`src/rtl/round_robin_arbiter8_if.sv`:
```
// Request/grant bundle between eight requesters and the round-robin arbiter.
// grant_count exists only when ARBITER_STATS_EN is defined.
interface round_robin_arbiter8_if;
    logic [7:0]  req;
    logic        bus_ready;
    logic [7:0]  gnt;
    logic [2:0]  sel;
    logic        bus_valid;
    logic        timeout;
`ifdef ARBITER_STATS_EN
    logic [31:0] grant_count;
`endif

    // Arbiter side: owns the grant and the transaction presented to the resource.
    modport master (
        input  req,
        input  bus_ready,
        output gnt,
        output sel,
        output bus_valid,
`ifdef ARBITER_STATS_EN
        output grant_count,
`endif
        output timeout
    );

    // Requester/resource side.
    modport slave (
        output req,
        output bus_ready,
        input  gnt,
        input  sel,
        input  bus_valid,
`ifdef ARBITER_STATS_EN
        input  grant_count,
`endif
        input  timeout
    );
endinterface

```
`src/rtl/round_robin_arbiter8.sv`:
```
// Eight-way round-robin arbiter with locked grant, valid/ready handshake and a watchdog.
// Define ARBITER_STATS_EN to add the saturating completed-transaction counter grant_count.
module round_robin_arbiter8 #(
    parameter int unsigned TIMEOUT = 16
) (
    input logic                    clock,
    input logic                    reset,
    round_robin_arbiter8_if.master bus
);

    typedef enum logic [0:0] {StIdle, StGrant} state_e;

    localparam int unsigned    CntW   = (TIMEOUT == 0) ? 1 : $clog2(TIMEOUT + 1);
    localparam logic [CntW-1:0] CntMax = {CntW{1'b1}};

    state_e          state_q, state_d;
    logic [2:0]      ptr_q, ptr_d;
    logic [CntW-1:0] wait_cnt_q, wait_cnt_d;
    logic [7:0]      gnt_q, gnt_d;
    logic [2:0]      sel_q, sel_d;
    logic            bus_valid_q, bus_valid_d;
    logic            timeout_q, timeout_d;
`ifdef ARBITER_STATS_EN
    logic [31:0]     grant_count_q, grant_count_d;
`endif

    logic            win_found;
    logic [2:0]      win_idx;
    logic [2:0]      scan_idx;
    logic            expire;

    // Search ptr, ptr+1, ... with natural 3-bit wrap; first set request wins.
    always_comb begin
        win_found = 1'b0;
        win_idx   = ptr_q;
        scan_idx  = '0;
        for (int i = 0; i < 8; i++) begin
            scan_idx = ptr_q + 3'(i);
            if (!win_found && bus.req[scan_idx]) begin
                win_found = 1'b1;
                win_idx   = scan_idx;
            end
        end
    end

    assign expire = (TIMEOUT != 0) && (wait_cnt_q == CntW'(TIMEOUT - 1));

    always_ff @(posedge clock) begin
        if (reset) begin
            state_q       <= StIdle;
            ptr_q         <= '0;
            wait_cnt_q    <= '0;
            gnt_q         <= '0;
            sel_q         <= '0;
            bus_valid_q   <= 1'b0;
            timeout_q     <= 1'b0;
`ifdef ARBITER_STATS_EN
            grant_count_q <= '0;
`endif
        end else begin
            state_q       <= state_d;
            ptr_q         <= ptr_d;
            wait_cnt_q    <= wait_cnt_d;
            gnt_q         <= gnt_d;
            sel_q         <= sel_d;
            bus_valid_q   <= bus_valid_d;
            timeout_q     <= timeout_d;
`ifdef ARBITER_STATS_EN
            grant_count_q <= grant_count_d;
`endif
        end
    end

    always_comb begin
        state_d       = state_q;
        ptr_d         = ptr_q;
        wait_cnt_d    = wait_cnt_q;
        gnt_d         = gnt_q;
        sel_d         = sel_q;
        bus_valid_d   = bus_valid_q;
        timeout_d     = 1'b0;
`ifdef ARBITER_STATS_EN
        grant_count_d = grant_count_q;
`endif
        unique case (state_q)
            StIdle: begin
                if (win_found) begin
                    state_d     = StGrant;
                    gnt_d       = 8'd1 << win_idx;
                    sel_d       = win_idx;
                    bus_valid_d = 1'b1;
                    wait_cnt_d  = '0;
                end
            end
            StGrant: begin
                // Completion takes priority over a simultaneous watchdog expiry.
                if (bus.bus_ready || expire) begin
                    state_d     = StIdle;
                    gnt_d       = '0;
                    bus_valid_d = 1'b0;
                    ptr_d       = sel_q + 3'd1;
                    timeout_d   = !bus.bus_ready;
`ifdef ARBITER_STATS_EN
                    if (bus.bus_ready && (grant_count_q != 32'hFFFF_FFFF)) begin
                        grant_count_d = grant_count_q + 32'd1;
                    end
`endif
                end else if (wait_cnt_q != CntMax) begin
                    wait_cnt_d = wait_cnt_q + 1'b1;
                end
            end
            default: state_d = StIdle;
        endcase
    end

    always_comb begin
        bus.gnt         = gnt_q;
        bus.sel         = sel_q;
        bus.bus_valid   = bus_valid_q;
        bus.timeout     = timeout_q;
`ifdef ARBITER_STATS_EN
        bus.grant_count = grant_count_q;
`endif
    end

    a_grant_consistent : assert property (@(posedge clock) disable iff (reset)
        (bus_valid_q == (gnt_q != 8'd0)) && (bus_valid_q == (state_q == StGrant))
        && $onehot0(gnt_q));

endmodule
```
`src/flat_wrapper.sv`:
```
// flat-port wrapper written by rule: the top's interface ports become plain ports
module round_robin_arbiter8_flat 
#(
    parameter int unsigned TIMEOUT = 16
)
  (clock, reset, bus_req, bus_bus_ready, bus_gnt, bus_sel, bus_bus_valid, bus_timeout);
  round_robin_arbiter8_if bus_i ();
  input logic clock;
  input logic reset;
  input wire logic [$bits(bus_i.req)-1:0] bus_req;
  input wire logic [$bits(bus_i.bus_ready)-1:0] bus_bus_ready;
  output wire logic [$bits(bus_i.gnt)-1:0] bus_gnt;
  output wire logic [$bits(bus_i.sel)-1:0] bus_sel;
  output wire logic [$bits(bus_i.bus_valid)-1:0] bus_bus_valid;
  output wire logic [$bits(bus_i.timeout)-1:0] bus_timeout;
  assign bus_i.req = bus_req;
  assign bus_i.bus_ready = bus_bus_ready;
  assign bus_gnt = bus_i.gnt;
  assign bus_sel = bus_i.sel;
  assign bus_bus_valid = bus_i.bus_valid;
  assign bus_timeout = bus_i.timeout;
  round_robin_arbiter8 #(.TIMEOUT(TIMEOUT)) u_core (.clock(clock), .reset(reset), .bus(bus_i));
endmodule
```
`config.mk`:
```
export PLATFORM = sky130hd
export DESIGN_NAME = round_robin_arbiter8_flat
export DESIGN_NICKNAME = d
export VERILOG_FILES = /design/src/rtl/round_robin_arbiter8_if.sv /design/src/rtl/round_robin_arbiter8.sv /design/src/flat_wrapper.sv
export SDC_FILE = /design/constraint.sdc
export NUM_CORES = 1
export LEC_CHECK = 0
export BUFFER_PORTS_ARGS = -buffer_cell sky130_fd_sc_hd__buf_2
export CAP_MARGIN = 40
export CORE_ASPECT_RATIO = 0.5
export CORE_MARGIN = 5
export CORE_UTILIZATION = 27
export CTS_CLUSTER_SIZE = 30
export DETAILED_ROUTE_END_ITERATION = 7
export PLACE_DENSITY = 0.53
export SLEW_MARGIN = 20
export SYNTH_ARGS = -nofsm -noshare
export SYNTH_HDL_FRONTEND = slang
export SYNTH_SLANG_ARGS = --single-unit
```
`constraint.sdc`:
```
create_clock -name clock -period 4.2 [get_ports clock]
set_input_delay 0.63 -clock clock [delete_from_list [all_inputs] [get_ports clock]]
set_output_delay 0.63 -clock clock [all_outputs]
set_load 0.05 [all_outputs]
```
### Word level (Yosys, flattened, before mapping)

Index checks and enable logic that the tools add are counted.
W data, S select, Z words.

* add/sub/neg operators: 9
* $lt $le $gt $ge: 8
* equal/unequal tests: 6
* shift operators: 1
* multiplexer cells: 44
* bitwise gates (word level): 2
* reduce and logical (&&, ||, !) cells: 21

Operator list (count)
* $lt A3 B4 Y1 const B: 8
* $bmux W1 S3: 8
* $mux W3: 7
* $mux W1: 20
* $mux W8: 2
* $pmux W8 S2: 1
* $mux W5: 3
* $add A3 B3 Y3 const B: 4
* $pmux W5 S2: 1
* $logic_not A1 Y1: 8
* $shl A1 B3 Y8 const A: 1
* $logic_and A1 B1 Y1: 7
* $add A3 B1 Y3 const B: 2
* $add A3 B2 Y3 const B: 2
* $ne A2 B2 Y1 const B: 3
* $reduce_and A2 Y1: 3
* $add A5 B1 Y5 const B: 1
* $eq A5 B4 Y1 const B: 1
* $ne A5 B5 Y1 const B: 1
* $pmux W1 S2: 2
* $reduce_and A3 Y1: 1
* $reduce_or A3 Y1: 1
* $ne A2 B1 Y1 const B: 1
* $not A1 Y1: 2
* $logic_or A1 B1 Y1: 1

* register bits after elaboration: 22
* input port bits: 11
* output and inout bits: 13
* logic and storage cells: 98

### Depth between registers and ports, before layout

Gate-level depths: netlist of run 1.

* word-level depth: 27
* mapped depth: 14
* depth with buffers taken out: 10

### Worst setup path before layout of run 1

No wires, ideal clock.

* path type: reg2reg
* start point: register u_core.ptr_q[0]
* end point: register u_core.gnt_q[4], in the netlist u_core.bus.gnt[4]
* data arrival time: 3.067 ns
* slack: 1.015 ns
* cell stages (with the launch flop): 15
* clock period less this slack: 3.185 ns
* cells stage by stage: dfxtp_1 -> buf_6 -> inv_2 -> ha_1 -> buf_6 -> buf_6 -> mux4_2 -> mux2i_2 -> nand4_1 -> o31a_1 -> buf_6 -> and3_1 -> mux2i_1 -> inv_1 -> a32o_1

* cells in the longest elaborated chain, start to end: 27
* elaborated cells on any way between the ends: 57
* classes of those cells: add/sub (7); eq/ne (1); shift (1); mux (33); reduce/logical (15)

RTL lines
* start, declared: line round_robin_arbiter8.sv:17 `logic [2:0] ptr_q, ptr_d;`
* start signal, assigned: line round_robin_arbiter8.sv:62 `ptr_q <= ptr_d;`
* parallel branches: the longest is 27 deep, another holds $add A3 B1 Y3
* end signal, assigned: line round_robin_arbiter8.sv:64 `gnt_q <= gnt_d;`
* end, declared: line round_robin_arbiter8.sv:19 `logic [7:0] gnt_q, gnt_d;`

Several ways; the timed one is not identified. The select of a mux whose other input is x is not followed.
A chain may end at the register's enable or synchronous reset.

### Worst setup path after layout of run 1

* start point: register u_core.ptr_q[1]
* end point: register u_core.gnt_q[4], in the netlist u_core.bus.gnt[4]

Same word-level chain as after synthesis.

==> impl_metrics.prom, run 1 <==
# TYPE chip_impl_metric gauge
chip_impl_info{name="unrepaired_setup_endpoints_after_global_routing",value="false"} 1
chip_impl_metric{name="vdd_ir_drop_max",unit="uV"} 143.6
chip_impl_metric{name="number_of_flops_mapped_to_enable_cells_by_yosys",unit=""} 0
chip_impl_metric{name="groute.usage.overall",unit=""} 0.09929
chip_impl_metric{name="fp.dieArea",unit="mm2"} 0.008386
chip_impl_metric{name="layout.filler_cells",unit=""} 668
chip_impl_metric{name="switching_power",unit="mW"} 0.2772
chip_impl_metric{name="timing.final.setup_violations",unit=""} 0
chip_impl_metric{name="top_cell_type_s_share_of_synthesized_area",unit=""} 0.2484
chip_impl_info{name="area_leader_netlist",value="dfxtp_1"} 1
chip_impl_info{name="cts_tree",value="done"} 1
chip_impl_metric{name="numCtsBuffers",unit=""} 3
chip_impl_metric{name="net_total_in_the_final_layout",unit=""} 227
chip_impl_metric{name="power.static_leakage",unit="nW"} 0.8438
chip_impl_metric{name="port_buffers",unit=""} 23
chip_impl_metric{name="yosysWarnings",unit=""} 0
chip_impl_metric{name="required",unit="ns"} 4.34
chip_impl_metric{name="grtUsageMet1",unit=""} 0.1296
chip_impl_metric{name="finClkSkew",unit="ns"} 0.001138
chip_impl_metric{name="clock_power_share",unit=""} 0.279
chip_impl_metric{name="setup_repair_bufs_after_cts",unit=""} 0
chip_impl_info{name="cts_root_buf",value="clkbuf_16"} 1
chip_impl_metric{name="layout_worst_path_cycle_share",unit=""} 0.9120
chip_impl_metric{name="final-max-slew-violation-count",unit=""} 0
chip_impl_metric{name="global_route.overflow_total",unit=""} 0
chip_impl_metric{name="clock.fmax",unit="MHz"} 261.1
chip_impl_metric{name="dr.pass1.iters",unit=""} 4
chip_impl_metric{name="wire_per_inst",unit="um"} 14.04
chip_impl_metric{name="antenna-diode-count",unit=""} 0
chip_impl_metric{name="areaGrowthSynthToFinish",unit="%"} 15.03
chip_impl_metric{name="post_dp_cell_area",unit="mm2"} 0.001951
chip_impl_metric{name="count_of_placed_standard_cells_including_taps",unit=""} 293
chip_impl_metric{name="ys_types",unit=""} 53
chip_impl_metric{name="synthCells",unit=""} 188
chip_impl_metric{name="drt.antenna.violating_nets",unit=""} 0
chip_impl_metric{name="htree_num_levels",unit=""} 1
chip_impl_metric{name="combPwrFrac",unit=""} 0.411
chip_impl_metric{name="worst_path_largest_cell_delay",unit="ns"} 0.70
chip_impl_metric{name="worstPathMaxFanout",unit=""} 15
chip_impl_metric{name="grt_max_degree",unit=""} 18
chip_impl_metric{name="slew-limit-headroom",unit=""} 0.5994
chip_impl_metric{name="ys_async_sr_fraction",unit=""} 0
chip_impl_info{name="run_status",value="completed"} 1
chip_impl_metric{name="cell_area_after_synthesis",unit="mm2"} 0.001773
chip_impl_metric{name="gp_routability_congestion",unit=""} 0.8503
chip_impl_metric{name="number_of_register_bits_inferred_by_synthesis",unit=""} 22
chip_impl_info{name="crit_path_end_kind",value="flop"} 1
chip_impl_info{name="crit_chain",value="inv_1 -> ha_1 -> mux4_1 -> mux2i_1 -> nand4_1 -> o31a_1 -> and3_1 -> mux2i_1 -> inv_1 -> a32o_1"} 1
chip_impl_metric{name="grt_util_met3",unit=""} 0.009479
chip_impl_metric{name="initial_core_util",unit=""} 0.2845
chip_impl_info{name="worst-setup-path-type",value="flop to flop"} 1
chip_impl_metric{name="crit_arrival",unit="ns"} 3.97
chip_impl_metric{name="die_h",unit="um"} 67.30
chip_impl_metric{name="cts_buffer_depth",unit=""} 2
chip_impl_metric{name="core_area",unit="mm2"} 0.006231
chip_impl_metric{name="drv.max_cap_violation_count",unit=""} 0
chip_impl_metric{name="finalCoreUtilization",unit=""} 0.3273
chip_impl_info{name="cp_top_family",value="multiplexers"} 1
chip_impl_info{name="ys_top_cells_by_area",value="dfxtp_1 25%, mux4_2 10%, mux2i_1 6.2%, nor2_1 4.7%, ha_1 4.2%"} 1
chip_impl_metric{name="clk_pin_slew_worst_paths",unit="ns"} 0.06
chip_impl_metric{name="drt_iter0_markers",unit=""} 67
chip_impl_metric{name="cts-resized-gates",unit=""} 0
chip_impl_metric{name="wl",unit="um"} 4169
chip_impl_metric{name="cell_internal_pwr",unit="mW"} 0.4924
chip_impl_metric{name="top_level_ports",unit=""} 24
chip_impl_metric{name="met2_use_gr",unit=""} 0.1774
chip_impl_metric{name="total_power",unit="mW"} 0.7696
chip_impl_metric{name="netSwitchingFraction",unit=""} 0.3602
chip_impl_metric{name="wire_length_of_the_first_global_routing_pass",unit="um"} 6927
chip_impl_metric{name="postLayoutCellArea",unit="mm2"} 0.002039
chip_impl_metric{name="timing.final.crit_period",unit="ns"} 3.830
chip_impl_metric{name="seq_area_frac_synth",unit=""} 0.2484
chip_impl_metric{name="numClockSinks",unit=""} 22
chip_impl_metric{name="placement_rows",unit=""} 20
chip_impl_metric{name="multi_input_comb_area",unit="mm2"} 0.001236
chip_impl_metric{name="worstSkewPairLatency",unit="ns"} 0.25
chip_impl_metric{name="seqCellArea",unit="um2"} 440.4
chip_impl_metric{name="antenna_found_initial",unit=""} 0
chip_impl_metric{name="placed_wire_length_estimate",unit="um"} 3317
chip_impl_info{name="crit_path_start_kind",value="flop"} 1
chip_impl_info{name="synth-main-ff-cell",value="dfxtp_1"} 1
chip_impl_metric{name="post_cts_hold_buffer_count",unit=""} 0
chip_impl_metric{name="hold_viol_final",unit=""} 0
chip_impl_metric{name="worst_pin_slew",unit="ns"} 0.6001
chip_impl_metric{name="final-instance-count-excl-fill",unit=""} 297
chip_impl_metric{name="accumulated_negative_setup_slack",unit="ns"} 0
chip_impl_metric{name="fraction_of_power_consumed_by_sequential_logic",unit=""} 0.310
chip_impl_info{name="timing.critical_path.slowest_stage_cell",value="ha_1"} 1
chip_impl_metric{name="drive_above_1_share",unit=""} 0.2440
chip_impl_info{name="globalRoute.busiestLayer",value="met2"} 1
chip_impl_metric{name="total_via_count_after_detailed_routing",unit=""} 1484
chip_impl_metric{name="syn_avg_cell_area",unit="um2"} 9.431
chip_impl_info{name="hold_path_class",value="flop to flop"} 1
chip_impl_metric{name="power.density",unit="mW/mm2"} 377.3
chip_impl_metric{name="die_w",unit="um"} 124.6
chip_impl_metric{name="synthesis.nets",unit=""} 205
chip_impl_metric{name="drt-vias-per-instance",unit=""} 4.997
chip_impl_metric{name="number_of_global_route_vias_before_repair",unit=""} 1406
chip_impl_metric{name="timing.critical_path.buf_inv",unit=""} 2
chip_impl_metric{name="detail_route.drc_violations",unit=""} 0
[flip-flops by register name, indices dropped and copies added, names as in the netlist]
name,cells
u_core.bus.bus_valid,1
u_core.bus.gnt,8
u_core.bus.sel,3
u_core.bus.timeout,1
u_core.ptr_q,3
u_core.state_q,1
u_core.wait_cnt_q,5
[worst reg2reg max path, delay by kind of cell (launching register included)]
family | cells | cell delay, ns
multiplexers | 3 | 1.12
adder cells (fa/ha/maj) | 1 | 0.70
AO/OA/AOI/OAI | 2 | 0.64
flip-flops | 1 | 0.59
AND/OR/NAND/NOR | 2 | 0.41
buffers and inverters | 2 | 0.26
[synthesized netlist by cell type, types with 2 or more instances]
cell	count
a211oi_1	2
a21oi_1	5
a22o_1	4
a32o_1	3
and2_1	2
and3_1	4
buf_2	2
buf_6	4
clkbuf_1	2
dfxtp_1	22
ha_1	6
inv_1	8
mux2i_1	11
mux2i_2	2
mux4_1	2
mux4_2	8
nand2_1	16
nand2b_1	3
nand3b_1	4
nand4_1	3
nor2_1	22
nor2b_1	4
nor3_1	2
nor3b_1	2
o21ai_0	6
o21ai_1	3
o31a_1	2
or2_2	2
or3_1	2
xnor2_1	4
xor2_1	4
[cell families (layout without fill, tap and decap cells)]
kind of cell	after synthesis	in the layout	share of synthesized area
buf+inv	17	38	0.05434
compound gates	40	40	0.1870
fa+ha+maj	6	6	0.04234
flops	22	22	0.2484
xor+xnor	8	8	0.03952
mux	24	24	0.2152
simple gates	71	71	0.2131
[power by group through the flow]
stage	Clock [mW]	Combinational [mW]	Sequential (mW)
CTS	0.220	0.316	0.239
global route	0.229	0.343	0.241
global placement	0	0.313	0.243
floorplan	0	0.216	0.280
detailed placement	0	0.315	0.243
finish	0.215	0.316	0.238
[per-layer routing]
layer / wire, um / share of wire
met3: 74 / 0.018
met1: 1990 / 0.48
met5: 0 / 0
met2: 2051 / 0.49
met4: 53 / 0.013
[area by class of cell]
type / instances / area share
tap: 88 / 0.05399
clock buffer: 4 / 0.04356
sequential: 22 / 0.2160
inverter: 9 / 0.01656
timing repair buffer: 25 / 0.06380
multi-input combinational: 149 / 0.6061
[final timing paths]
path / start / end / slack [ns] / cells past startpoint
worst max-delay path: u_core.ptr_q[1] / u_core.bus.gnt[4] / 0.37 / 10
worst min-delay path: u_core.bus.gnt[7] / u_core.bus.gnt[7] / 0.44 / 2
worst max register to register: u_core.ptr_q[1] / u_core.bus.gnt[4] / 0.37 / 10
worst min register to register: u_core.bus.gnt[7] / u_core.bus.gnt[7] / 0.44 / 2
[cell usage in the layout, fill, tap and decap left out, drive strengths merged, types with 2 or more instances in the layout]
cell	synthesis	layout
clkbuf	2	4
nand4	3	3
dfxtp	22	22
and3	4	4
or3	2	2
and2	2	2
a211oi	2	2
nor3	3	3
a22o	4	4
mux2i	13	13
nand2	16	16
nor3b	2	2
ha	6	6
xnor2	4	4
inv	9	9
buf	6	25
nand2b	4	4
nor2b	4	4
a32o	3	3
mux4	10	10
o21ai	9	9
a221oi	2	2
a21oi	6	6
o31a	2	2
xor2	4	4
or2	2	2
nand3b	4	4
nor2	22	22
a22oi	2	2
[metrics by stage]
step | setup WS, ns | hold WS, ns
after floorplan | 1.015 | 0.4716
after global placement | 0.5195 | 0.4397
after detailed placement | 0.4137 | 0.4357
after CTS | 0.3939 | 0.4435
after global routing | 0.03986 | 0.4795
final | 0.3696 | 0.4387
Power figures use the tool's default switching activity.
==> inputs of run 2 (changes only) <==
CORE_UTILIZATION = 50   (was 27)
PLACE_DENSITY = 0.8   (was 0.53)
SLEW_MARGIN = 25   (was 20)
==> impl_metrics.prom, run 2 (same netlist as run 1, synthesis figures left out) <==
# TYPE chip_impl_metric gauge
chip_impl_metric{name="numClockSinks",unit=""} 22
chip_impl_info{name="cp_top_family",value="multiplexers"} 1
chip_impl_metric{name="die_w",unit="um"} 94.21
chip_impl_metric{name="total_via_count_after_detailed_routing",unit=""} 1523
chip_impl_info{name="r2r_end",value="u_core.bus.gnt[4]"} 1
chip_impl_metric{name="hold_viol_final",unit=""} 0
chip_impl_info{name="crit_path_start_kind",value="flop"} 1
chip_impl_metric{name="wire_length_of_the_first_global_routing_pass",unit="um"} 6658
chip_impl_metric{name="drt-vias-per-instance",unit=""} 5.880
chip_impl_metric{name="wire_per_inst",unit="um"} 14.70
chip_impl_metric{name="worst_path_largest_cell_delay",unit="ns"} 0.66
chip_impl_metric{name="worst_pin_slew",unit="ns"} 0.5486
chip_impl_metric{name="drv.max_cap_violation_count",unit=""} 0
chip_impl_metric{name="wl",unit="um"} 3807
chip_impl_metric{name="timing.critical_path.buf_inv",unit=""} 2
chip_impl_info{name="hold_path_class",value="flop to flop"} 1
chip_impl_metric{name="post_cts_hold_buffer_count",unit=""} 0
chip_impl_metric{name="top_level_ports",unit=""} 24
chip_impl_metric{name="numCtsBuffers",unit=""} 3
chip_impl_metric{name="power.static_leakage",unit="nW"} 0.8236
chip_impl_metric{name="final-max-slew-violation-count",unit=""} 0
chip_impl_metric{name="drt_iter0_markers",unit=""} 128
chip_impl_metric{name="areaGrowthSynthToFinish",unit="%"} 10.09
chip_impl_metric{name="drt.antenna.violating_nets",unit=""} 0
chip_impl_metric{name="wirelength_met1",unit="um"} 1689
chip_impl_info{name="most_common_cell_after_layout_fill_and_taps_aside",value="buf_2"} 1
chip_impl_metric{name="timing.final.setup_violations",unit=""} 0
chip_impl_info{name="cts_tree",value="done"} 1
chip_impl_metric{name="number_of_global_route_vias_before_repair",unit=""} 1455
chip_impl_metric{name="core_area",unit="mm2"} 0.003416
chip_impl_info{name="timing.critical_path.slowest_stage_cell",value="ha_1"} 1
chip_impl_metric{name="setup_repair_bufs_after_cts",unit=""} 0
chip_impl_metric{name="detailroute.wirelength.met2",unit="um"} 1796
chip_impl_metric{name="timing.final.crit_period",unit="ns"} 3.779
chip_impl_metric{name="antenna_found_initial",unit=""} 0
chip_impl_metric{name="clk_pin_slew_worst_paths",unit="ns"} 0.08
chip_impl_metric{name="cts_buffer_depth",unit=""} 2
chip_impl_metric{name="crit_arrival",unit="ns"} 3.94
chip_impl_metric{name="global_route.overflow_total",unit=""} 0
chip_impl_metric{name="largest_register_ffs",unit=""} 8
chip_impl_metric{name="finClkSkew",unit="ns"} 0.002529
chip_impl_metric{name="timing.reg2reg.setup_slack",unit="ns"} 0.42
chip_impl_metric{name="post-place-ws",unit="ns"} 0.4549
chip_impl_metric{name="accumulated_negative_setup_slack",unit="ns"} 0
chip_impl_metric{name="multi_input_comb_area",unit="mm2"} 0.001236
chip_impl_metric{name="port_buffers",unit=""} 23
chip_impl_metric{name="worstRegToRegCells",unit=""} 10
chip_impl_metric{name="groute.usage.overall",unit=""} 0.1698
chip_impl_info{name="run_status",value="completed"} 1
chip_impl_info{name="crit_path_end_kind",value="flop"} 1
chip_impl_metric{name="worstPathMaxFanout",unit=""} 15
chip_impl_info{name="worst-setup-path-type",value="flop to flop"} 1
chip_impl_metric{name="antenna-diode-count",unit=""} 0
chip_impl_metric{name="net_total_in_the_final_layout",unit=""} 226
chip_impl_metric{name="drive_above_1_share",unit=""} 0.2404
chip_impl_metric{name="placement_rows",unit=""} 15
chip_impl_metric{name="postLayoutSetupSlackWorst",unit="ns"} 0.4211
chip_impl_metric{name="worstSkewPairLatency",unit="ns"} 0.26
chip_impl_info{name="cts_root_buf",value="clkbuf_8"} 1
chip_impl_metric{name="seqCellArea",unit="um2"} 440.4
chip_impl_info{name="holdPathEnd",value="u_core.bus.gnt[7]"} 1
chip_impl_info{name="unrepaired_setup_endpoints_after_global_routing",value="false"} 1
chip_impl_info{name="mostFrequentLayoutCells",value="23 x buf_2, 22 x nor2_1, 22 x dfxtp_1"} 1
chip_impl_metric{name="vdd_ir_drop_max",unit="uV"} 243.9
chip_impl_info{name="crit_chain",value="inv_1 -> ha_1 -> mux4_1 -> mux2i_1 -> nand4_1 -> o31a_1 -> and3_1 -> mux2i_1 -> inv_1 -> a32o_1"} 1
chip_impl_metric{name="fin_hold_ws",unit="ns"} 0.4424
chip_impl_metric{name="cts-resized-gates",unit=""} 0
chip_impl_metric{name="fp.dieArea",unit="mm2"} 0.004909
chip_impl_metric{name="detail_route.drc_violations",unit=""} 0
chip_impl_metric{name="worstHoldPathCells",unit=""} 2
chip_impl_metric{name="htree_num_levels",unit=""} 1
chip_impl_info{name="hp-start",value="u_core.bus.gnt[7]"} 1
chip_impl_metric{name="placed_wire_length_estimate",unit="um"} 3008
chip_impl_info{name="worstReg2RegStart",value="u_core.ptr_q[1]"} 1
chip_impl_metric{name="power.density",unit="mW/mm2"} 358.6
chip_impl_metric{name="required",unit="ns"} 4.36
chip_impl_info{name="top_signal_layer_used",value="met4"} 1
chip_impl_metric{name="die_h",unit="um"} 52.11
chip_impl_metric{name="layout.filler_cells",unit=""} 312
chip_impl_metric{name="met3_length",unit="um"} 233
chip_impl_metric{name="dr.pass1.iters",unit=""} 4
chip_impl_metric{name="finalCoreUtilization",unit=""} 0.5714
chip_impl_metric{name="layout_worst_path_cycle_share",unit=""} 0.8997
chip_impl_metric{name="gp_routability_congestion",unit=""} 0.9139
chip_impl_metric{name="slew-limit-headroom",unit=""} 0.6238
chip_impl_metric{name="critical_path_cell_count",unit=""} 10
chip_impl_metric{name="initial_core_util",unit=""} 0.5190
chip_impl_metric{name="grt_max_degree",unit=""} 18
chip_impl_metric{name="clock.fmax",unit="MHz"} 264.6
run 2: changes by cell type in the layout (fill, tap and decap cells not counted), sizes merged:
cell,before,now
buf,25,24
run 2: report_power, final:
group	switching, mW	internal (mW)
Combinational	0.192	0.121
Clock	0.0651	0.0835
Sequential	0.0142	0.224
run 2: metal layers:
| layer | vias up | global-route usage |
|---|---|---|
| met4 | 0 | 0.06715 |
| met2 | 57 | 0.2993 |
| li1 | 739 | - |
| met1 | 718 | 0.2176 |
| met5 | - | 0 |
| met3 | 9 | 0.01445 |
run 2: worst register-to-register path, delay by kind of cell (launching register included):
family	cells	cell delay (ns)
flip-flops	1	0.57
AO/OA/AOI/OAI	2	0.66
AND/OR/NAND/NOR	2	0.42
multiplexers	3	1.11
buffers and inverters	2	0.27
adder cells (fa/ha/maj)	1	0.67
run 2: per-stage QoR:
| step | cell area [um2] | std cells | total power [mW] |
|---|---|---|---|
| floorplan | 1773 | 188 | 0.4966 |
| global placement | 1897 | 255 | 0.5445 |
| detailed placement | 1897 | 255 | 0.5521 |
| CTS | 1952 | 259 | 0.6988 |
| global route | 1952 | 259 | 0.7416 |
| finish | 1952 | 259 | 0.6999 |
run 2: layout make-up:
cell class / count / share of cell area
clock buffers: 4 / 0.02821
repair buffers: 24 / 0.06282
inverters: 9 / 0.01731
well taps: 51 / 0.03269
multi-input cells: 149 / 0.6333
flip-flops and latches: 22 / 0.2256
run 2: worst max path at each step:
stage	start	slack (ns)	end
2_1_floorplan	u_core.ptr_q[0]	1.02	u_core.bus.gnt[4]
3_3_place_gp	u_core.ptr_q[1]	0.65	u_core.bus.gnt[6]
3_5_place_dp	u_core.ptr_q[1]	0.45	u_core.bus.gnt[6]
4_1_cts	u_core.ptr_q[1]	0.44	u_core.bus.gnt[6]
5_1_grt	u_core.ptr_q[1]	0.15	u_core.bus.gnt[4]
6_report	u_core.ptr_q[1]	0.42	u_core.bus.gnt[4]
